$ cat src/rtl/bf_core_pkg.sv
// bf_core_pkg: shared definitions for the bf_core processor.
// Holds the opcode constants, the instruction field positions, the
// register-file geometry and the FSM state enum used by bf_core and
// bf_core_regfile. The helper functions classify opcodes for the FSM.
package bf_core_pkg;

    localparam int NUM_REGS = 16;
    localparam int REG_AW   = 4;

    localparam int OP_MSB  = 15;
    localparam int OP_LSB  = 12;
    localparam int R0_MSB  = 11;
    localparam int R0_LSB  = 8;
    localparam int R1_MSB  = 7;
    localparam int R1_LSB  = 4;
    localparam int R2_MSB  = 3;
    localparam int R2_LSB  = 0;
    localparam int IMM_MSB = 7;
    localparam int IMM_LSB = 0;

    localparam logic [3:0] OP_JMP  = 4'h0;
    localparam logic [3:0] OP_LOD  = 4'h1;
    localparam logic [3:0] OP_STR  = 4'h2;
    localparam logic [3:0] OP_ADD  = 4'h3;
    localparam logic [3:0] OP_ADDI = 4'h4;
    localparam logic [3:0] OP_LODI = 4'h5;
    localparam logic [3:0] OP_NAND = 4'h6;
    localparam logic [3:0] OP_JEQZ = 4'h7;

    typedef enum logic [2:0] {
        S_FETCH,
        S_DECODE,
        S_EXEC,
        S_MEM,
        S_WB,
        S_HALT
    } state_t;

    function automatic logic writes_reg(input logic [3:0] op);
        return op inside {OP_LOD, OP_ADD, OP_ADDI, OP_LODI, OP_NAND};
    endfunction

    function automatic logic is_jump(input logic [3:0] op);
        return op == OP_JMP || op == OP_JEQZ;
    endfunction

    function automatic logic is_mem(input logic [3:0] op);
        return op == OP_LOD || op == OP_STR;
    endfunction

endpackage

$ cat src/rtl/bf_core_regfile.sv
// bf_core_regfile: 16 x DATA_W register file.
// Ports:
//   clk, rst            clock, asynchronous active-low clear of all entries
//   ra_addr / ra_data   asynchronous read port A
//   rb_addr / rb_data   asynchronous read port B
//   we, wa, wd          synchronous write port (write enable, address, data)
module bf_core_regfile
    import bf_core_pkg::*;
#(
    parameter int DATA_W = 8
) (
    input  logic              clk,
    input  logic              rst,
    input  logic [REG_AW-1:0] ra_addr,
    output logic [DATA_W-1:0] ra_data,
    input  logic [REG_AW-1:0] rb_addr,
    output logic [DATA_W-1:0] rb_data,
    input  logic              we,
    input  logic [REG_AW-1:0] wa,
    input  logic [DATA_W-1:0] wd
);

    logic [DATA_W-1:0] regs_q [NUM_REGS];

    assign ra_data = regs_q[ra_addr];
    assign rb_data = regs_q[rb_addr];

    always_ff @(posedge clk or negedge rst) begin
        if (!rst) begin
            for (int i = 0; i < NUM_REGS; i++) regs_q[i] <= '0;
        end else if (we) begin
            regs_q[wa] <= wd;
        end
    end

endmodule

$ cat src/rtl/bf_core.sv
// bf_core: multi-cycle 16-bit-instruction processor with a req/ready memory bus.
// Ports:
//   clk, rst             clock, asynchronous active-low reset
//   mem_req, mem_we      bus request and write strobe (held until mem_ready)
//   mem_addr, mem_wdata  bus address and store data
//   mem_rdata, mem_ready read data and transfer-complete handshake
//   retire               one-cycle pulse per completed instruction
//   halted               core stopped (trap)
//   dbg_pc               current program counter
// Configuration: define BF_CORE_ILLEGAL_TRAP_EN to halt on opcodes 8-15;
// otherwise they execute as NOPs.
module bf_core
    import bf_core_pkg::*;
#(
    parameter int DATA_W = 8,
    parameter int ADDR_W = 8
) (
    input  logic              clk,
    input  logic              rst,
    output logic              mem_req,
    output logic              mem_we,
    output logic [ADDR_W-1:0] mem_addr,
    output logic [DATA_W-1:0] mem_wdata,
    input  logic [DATA_W-1:0] mem_rdata,
    input  logic              mem_ready,
    output logic              retire,
    output logic              halted,
    output logic [ADDR_W-1:0] dbg_pc
);

    localparam int BEATS = 16 / DATA_W;
    localparam logic LAST_BEAT = 1'(BEATS - 1);
    localparam logic [ADDR_W-1:0] PC_STEP = ADDR_W'(BEATS);

    state_t            state_q, state_d;
    logic [ADDR_W-1:0] pc_q, pc_d;
    logic [ADDR_W-1:0] mem_addr_q, mem_addr_d;
    logic [DATA_W-1:0] mem_wdata_q, mem_wdata_d;
    logic [DATA_W-1:0] res_q, res_d;
    logic [15:0]       ir_q, ir_d;
    logic              beat_q, beat_d;
    logic              mem_req_q, mem_req_d;
    logic              mem_we_q, mem_we_d;
    logic              retire_q, retire_d;
    logic              halted_q, halted_d;

    logic [3:0]        op, r0, r1, r2, rb_addr;
    logic [DATA_W-1:0] imm, ra_data, rb_data, alu;
    logic              xfer, rf_we;

    // Register values become addresses by taking the low ADDR_W bits,
    // zero-extending when the register is narrower than the address.
    function automatic logic [ADDR_W-1:0] to_addr(input logic [DATA_W-1:0] v);
        return ADDR_W'({{ADDR_W{1'b0}}, v});
    endfunction

    assign op      = ir_q[OP_MSB:OP_LSB];
    assign r0      = ir_q[R0_MSB:R0_LSB];
    assign r1      = ir_q[R1_MSB:R1_LSB];
    assign r2      = ir_q[R2_MSB:R2_LSB];
    assign imm     = DATA_W'(ir_q[IMM_MSB:IMM_LSB]);
    // Port A always reads r1; port B reads r2 for two-source ops, else r0.
    assign rb_addr = (op == OP_ADD || op == OP_NAND) ? r2 : r0;
    assign xfer    = mem_req_q && mem_ready;
    assign alu     = op == OP_ADD  ? ra_data + rb_data :
                     op == OP_ADDI ? rb_data + imm :
                     op == OP_LODI ? imm :
                                     ~(ra_data & rb_data);
    assign rf_we   = state_q == S_WB && writes_reg(op);

    bf_core_regfile #(.DATA_W(DATA_W)) u_rf (
        .clk    (clk),
        .rst    (rst),
        .ra_addr(r1),
        .ra_data(ra_data),
        .rb_addr(rb_addr),
        .rb_data(rb_data),
        .we     (rf_we),
        .wa     (r0),
        .wd     (res_q)
    );

    always_comb begin
        state_d     = state_q;
        pc_d        = pc_q;
        ir_d        = ir_q;
        beat_d      = beat_q;
        res_d       = res_q;
        mem_req_d   = mem_req_q;
        mem_we_d    = mem_we_q;
        mem_addr_d  = mem_addr_q;
        mem_wdata_d = mem_wdata_q;
        retire_d    = 1'b0;
        halted_d    = halted_q;
        case (state_q)
            S_FETCH: begin
                if (!mem_req_q) begin
                    // Only reached right after reset; every other entry
                    // into FETCH already issues the first beat.
                    mem_req_d  = 1'b1;
                    mem_we_d   = 1'b0;
                    mem_addr_d = pc_q;
                end else if (mem_ready) begin
                    // Big-endian assembly: earlier beats shift up.
                    ir_d = 16'((32'(ir_q) << DATA_W) | 32'(mem_rdata));
                    if (beat_q == LAST_BEAT) begin
                        state_d   = S_DECODE;
                        mem_req_d = 1'b0;
                        beat_d    = 1'b0;
                        pc_d      = pc_q + PC_STEP;
                    end else begin
                        beat_d     = beat_q + 1'b1;
                        mem_addr_d = pc_q + ADDR_W'(1);
                    end
                end
            end
            S_DECODE: begin
`ifdef BF_CORE_ILLEGAL_TRAP_EN
                state_d  = op[3] ? S_HALT : S_EXEC;
                halted_d = op[3];
`else
                state_d = S_EXEC;
`endif
            end
            S_EXEC: begin
                res_d = alu;
                if (is_jump(op)) begin
                    state_d    = S_FETCH;
                    retire_d   = 1'b1;
                    pc_d       = (op == OP_JMP || ra_data == '0) ? to_addr(rb_data) : pc_q;
                    mem_req_d  = 1'b1;
                    mem_we_d   = 1'b0;
                    mem_addr_d = pc_d;
                end else if (is_mem(op)) begin
                    state_d     = S_MEM;
                    mem_req_d   = 1'b1;
                    mem_we_d    = op == OP_STR;
                    mem_addr_d  = to_addr(ra_data);
                    mem_wdata_d = rb_data;
                end else begin
                    state_d = S_WB;
                end
            end
            S_MEM: begin
                if (xfer) begin
                    res_d     = mem_rdata;
                    mem_req_d = 1'b0;
                    mem_we_d  = 1'b0;
                    if (op == OP_STR) begin
                        state_d    = S_FETCH;
                        retire_d   = 1'b1;
                        mem_req_d  = 1'b1;
                        mem_addr_d = pc_q;
                    end else begin
                        state_d = S_WB;
                    end
                end
            end
            S_WB: begin
                state_d    = S_FETCH;
                retire_d   = 1'b1;
                mem_req_d  = 1'b1;
                mem_we_d   = 1'b0;
                mem_addr_d = pc_q;
            end
            S_HALT: begin
                mem_req_d = 1'b0;
                halted_d  = 1'b1;
            end
            default: state_d = S_FETCH;
        endcase
    end

    always_ff @(posedge clk or negedge rst) begin
        if (!rst) begin
            state_q     <= S_FETCH;
            pc_q        <= '0;
            ir_q        <= '0;
            beat_q      <= 1'b0;
            res_q       <= '0;
            mem_req_q   <= 1'b0;
            mem_we_q    <= 1'b0;
            mem_addr_q  <= '0;
            mem_wdata_q <= '0;
            retire_q    <= 1'b0;
            halted_q    <= 1'b0;
        end else begin
            state_q     <= state_d;
            pc_q        <= pc_d;
            ir_q        <= ir_d;
            beat_q      <= beat_d;
            res_q       <= res_d;
            mem_req_q   <= mem_req_d;
            mem_we_q    <= mem_we_d;
            mem_addr_q  <= mem_addr_d;
            mem_wdata_q <= mem_wdata_d;
            retire_q    <= retire_d;
            halted_q    <= halted_d;
        end
    end

    assign mem_req   = mem_req_q;
    assign mem_we    = mem_we_q;
    assign mem_addr  = mem_addr_q;
    assign mem_wdata = mem_wdata_q;
    assign retire    = retire_q;
    assign halted    = halted_q;
    assign dbg_pc    = pc_q;

endmodule

$ cat config.mk
export PLATFORM = sky130hd
export DESIGN_NAME = bf_core
export DESIGN_NICKNAME = d
export VERILOG_FILES = /design/src/rtl/bf_core_pkg.sv /design/src/rtl/bf_core_regfile.sv /design/src/rtl/bf_core.sv
export SDC_FILE = /design/constraint.sdc
export NUM_CORES = 1
export LEC_CHECK = 0
export BUFFER_PORTS_ARGS = -buffer_cell sky130_fd_sc_hd__buf_2
export CAP_MARGIN = 0
export CORE_AREA = 2 2 151 153
export CTS_CLUSTER_SIZE = 24
export DETAILED_ROUTE_END_ITERATION = 7
export DIE_AREA = 0 0 153 155
export GPL_TIMING_DRIVEN = 0
export PLACE_DENSITY = 0.72
export SYNTH_ARGS = -nofsm -noshare
export SYNTH_HDL_FRONTEND = slang
export SYNTH_SLANG_ARGS = --single-unit
$ cat constraint.sdc
create_clock -name clk -period 5.9 [get_ports clk]
set_clock_uncertainty 0.15 [all_clocks]
set_input_delay 1.77 -clock clk [delete_from_list [all_inputs] [get_ports clk]]
set_output_delay 1.77 -clock clk [all_outputs]
set_load 0.005 [all_outputs]
==> metrics.md <==
| Metric | Value |
|---|---|
| Post-synth ARST share | 100% |
| Met2 Usage GRT | 45.8% |
| Die Footprint | 23700 um^2 |
| Status | finished clean |
| Area contributors post-synth | dfrtp_1 (42%), mux2_2 (16%), mux4_2 (7.4%) |
| CP peak stage delay | 1.03 ns |
| Fin crit share | 91.7% |
| Global Route Usage Sum | 27.9% |
| Min cycle time layout | 5.41 ns |
| Initial DRC count | 768 |
| Placed cells | 1278 |
| WHS | 0.309 ns |
| Crit-path slowest cell | o22ai_1 |
| Ys Warns | 0 |
| Vias/cell | 6.54 |
| Hold Vio Cnt, Final | 0 |
| Syn Nets | 985 |
| Register area share after synthesis | 42.3% |
| Final Slew Violations | 0 |
| WL per Instance | 24.9 um |
| Area growth syn-to-layout | 10.6% |
| Core area | 22200 um^2 |
| Fin Setup TNS | 0 ns |
| Peak VDD IR | 0.185 mV |
| Synth area leader | dfrtp_1 |
| Post-synthesis cell count | 954 |
| Antenna Cells | 0 |
| Gr busiest metal | met2 |
| Global-route wire length before repair | 50.2 mm |
| Finished Layout Cells | 1310 |
| Crit-path most repeated cell | o22ai_1 |
| Reg clk slew, reported paths | 0.08 ns |
| Drt pass-1 iters | 5 |
| DRT antenna net count | 0 |
| Crit path arrival time | 5.59 ns |
| Total wire length | 32.6 mm |
| Actual slew at the worst max-slew pin | 1.43 ns |
| Final #Nets | 1043 |
| Total Power | 2.42 mW |
| Top_reg_cell synth | dfrtp_1 |
| Vias | 8565 |
| Crit path required time | 6.08 ns |
| Die Height | 155 um |
| Port bufs | 38 |
| Share of cells above drive strength 1 | 28.4% |
| Max Cap Viol | 0 |
| Final setup viols | 0 |
| Met3 Resource Use GR | 5.79% |
| Place WS | 0.302 ns |
| Clk Latency, worst-skew pair | 0.45 ns |
| Crit path capture type | register |
| Clock Sinks | 184 |
| Grt ovf | 0 |
| CTS Buf Count | 17 |
| FP Rows | 55 |
| Clock Path Buffers | 2 |
| WP buf/inv | 1 |
| HP Class | reg -> reg |
| Post-synth cell types | 68 |
| Largest net degree at the start of global routing | 102 |
| DP Area | 11500 um^2 |
| Leak | 5.90 nW |
| CTS tree | built |
| Share of the synthesized area in the top cell type | 42.3% |
| WS Path Type | reg -> reg |
| EDFF count, synth | 0 |
| Initial antenna violation count | 0 |
| Worst setup SP type | register |
| Relative slew slack | 4.20% |
| Top Ports | 39 |
| Cell breakdown of the critical path | xor2_2, a21boi_1, o22ai_1, o22ai_1, or4_1, clkbuf_1, ha_1, a21o_1, a21oi_1, o21bai_1, a2111oi_1, o21ai_0, nor3b_1, mux2i_1, nand3b_1 |
| Commonest non-fill, non-tap cell in the layout | dfrtp_1 |
| Yosys reg bits | 184 |
| Critical Path Fanout Max | 10 |
| Vias in the first global route | 8433 |
| Post CTS Setup Buffer Count | 0 |
| Layout fillers | 1948 |
| Synth Cell Area | 10900 um^2 |
| Most frequent cells in the layout | dfrtp_1 (184), mux2_2 (152), mux2i_1 (68) |
| RSZ-0062 raised after global routing | no |
| HPWL Detailed | 22.7 mm |
| Avg Synthesized Cell Area | 11.4 um^2 |
| Worst path top cell family by delay | compound AO/OA/AOI/OAI gates |
| Starting density of the core | 49.0% |
| M1 GR Usage | 36.9% |
| Design area | 12000 um^2 |
| Final core occ | 54.2% |
| GPL Wtd Cong | 0.959 |
| Fin worst setup slack | 0.487 ns |
| Max Clk Rate | 0.185 GHz |
| Pwr Density | 201 nW/um^2 |
| CTS root buf | clkbuf_16 |
| Htree depth | 4 |
| Die width | 153 um |
| Drt drc | 0 |
==> registers in the layout (all words and copies together), names as in the netlist <==
name         flops
u_rf.regs_q    128
ir_q            16
dbg_pc           8
mem_addr         8
mem_wdata        8
res_q            8
state_q          3
beat_q           1
halted           1
mem_req          1
mem_we           1
retire           1
==> Yosys cell counts, types with 11 or more instances <==
cell type  number
mux4_2         36
dfrtp_1       184
and3_1         11
nor2_1         47
nand3_1        16
o22ai_1        42
a211oi_1       14
nand2_1        57
clkbuf_1       42
o21ai_0        25
nor3_1         13
mux2_2        152
a21oi_1        53
mux2i_1        68
xor2_1         11
ha_1           18
nor2b_1        13
==> per-layer routing <==
metal / routed length, um / up-vias / part of all wire, %
li1: - / 3746 / -
met1: 13600 / 4327 / 42
met2: 15200 / 421 / 47
met3: 2600 / 71 / 8.0
met4: 1130 / 0 / 3.5
met5: 0 / - / 0
==> worst paths after layout <==
kind / startpoint / end / slack (ns) / depth (start not counted)
max: ir_q[12] / res_q[7] / 0.49 / 15
min: halted / halted / 0.31 / 1
max reg2reg: ir_q[12] / res_q[7] / 0.49 / 15
min reg2reg: halted / halted / 0.31 / 1
max in group asynchronous: rst / res_q[2] / 3.45 / 2
min in group asynchronous: rst / state_q[2] / 1.17 / 1
==> report_power, final <==
group | switching (mW) | total, mW | leakage [nW] | internal [mW]
logic | 0.0319 | 0.0384 | 3.12 | 0.00643
registers | 0.00161 | 1.26 | 2.49 | 1.26
clock network | 0.549 | 1.12 | 0.281 | 0.566
total | 0.583 | 2.42 | 5.90 | 1.83
==> worst register-to-register path, stage by stage (launching register included) <==
cell and delay (ns):
dfrtp_1 0.41, xor2_2 0.38, a21boi_1 0.26, o22ai_1 1.03
o22ai_1 0.19, or4_1 0.44, clkbuf_1 0.30, ha_1 0.38
a21o_1 0.17, a21oi_1 0.24, o21bai_1 0.13, a2111oi_1 0.66
o21ai_0 0.17, nor3b_1 0.17, mux2i_1 0.13, nand3b_1 0.09
==> what timing repair did <==
action | CTS | global route
resized for setup | 0 | 3
endpoints found under the setup margin | 0 | 1
hold buffers | 0 | 0
==> layout make-up <==
| class | instances | area [um^2] | share of cell area, % |
|---|---|---|---|
| flip-flops and latches | 184 | 4600 | 38.2 |
| clock buffers | 19 | 443 | 3.68 |
| multi-input cells | 703 | 6000 | 49.8 |
| well taps | 285 | 357 | 2.96 |
| clock inverters | 13 | 114 | 0.945 |
| inverters | 8 | 30.0 | 0.249 |
| plain buffers | 59 | 272 | 2.25 |
| repair buffers | 39 | 228 | 1.89 |
==> kinds of logic (layout without fill, tap and decap cells) <==
logic type	count (synthesis)	in the layout	share of synthesized area (%)
compound gates	204	204	12.1
xor+xnor	20	20	1.68
fa+ha+maj	20	20	2.44
buf+inv	67	138	2.77
flops	184	184	42.3
mux	256	256	29.4
simple gates	203	203	9.31
Note: power is estimated with default switching activity, not from simulation.
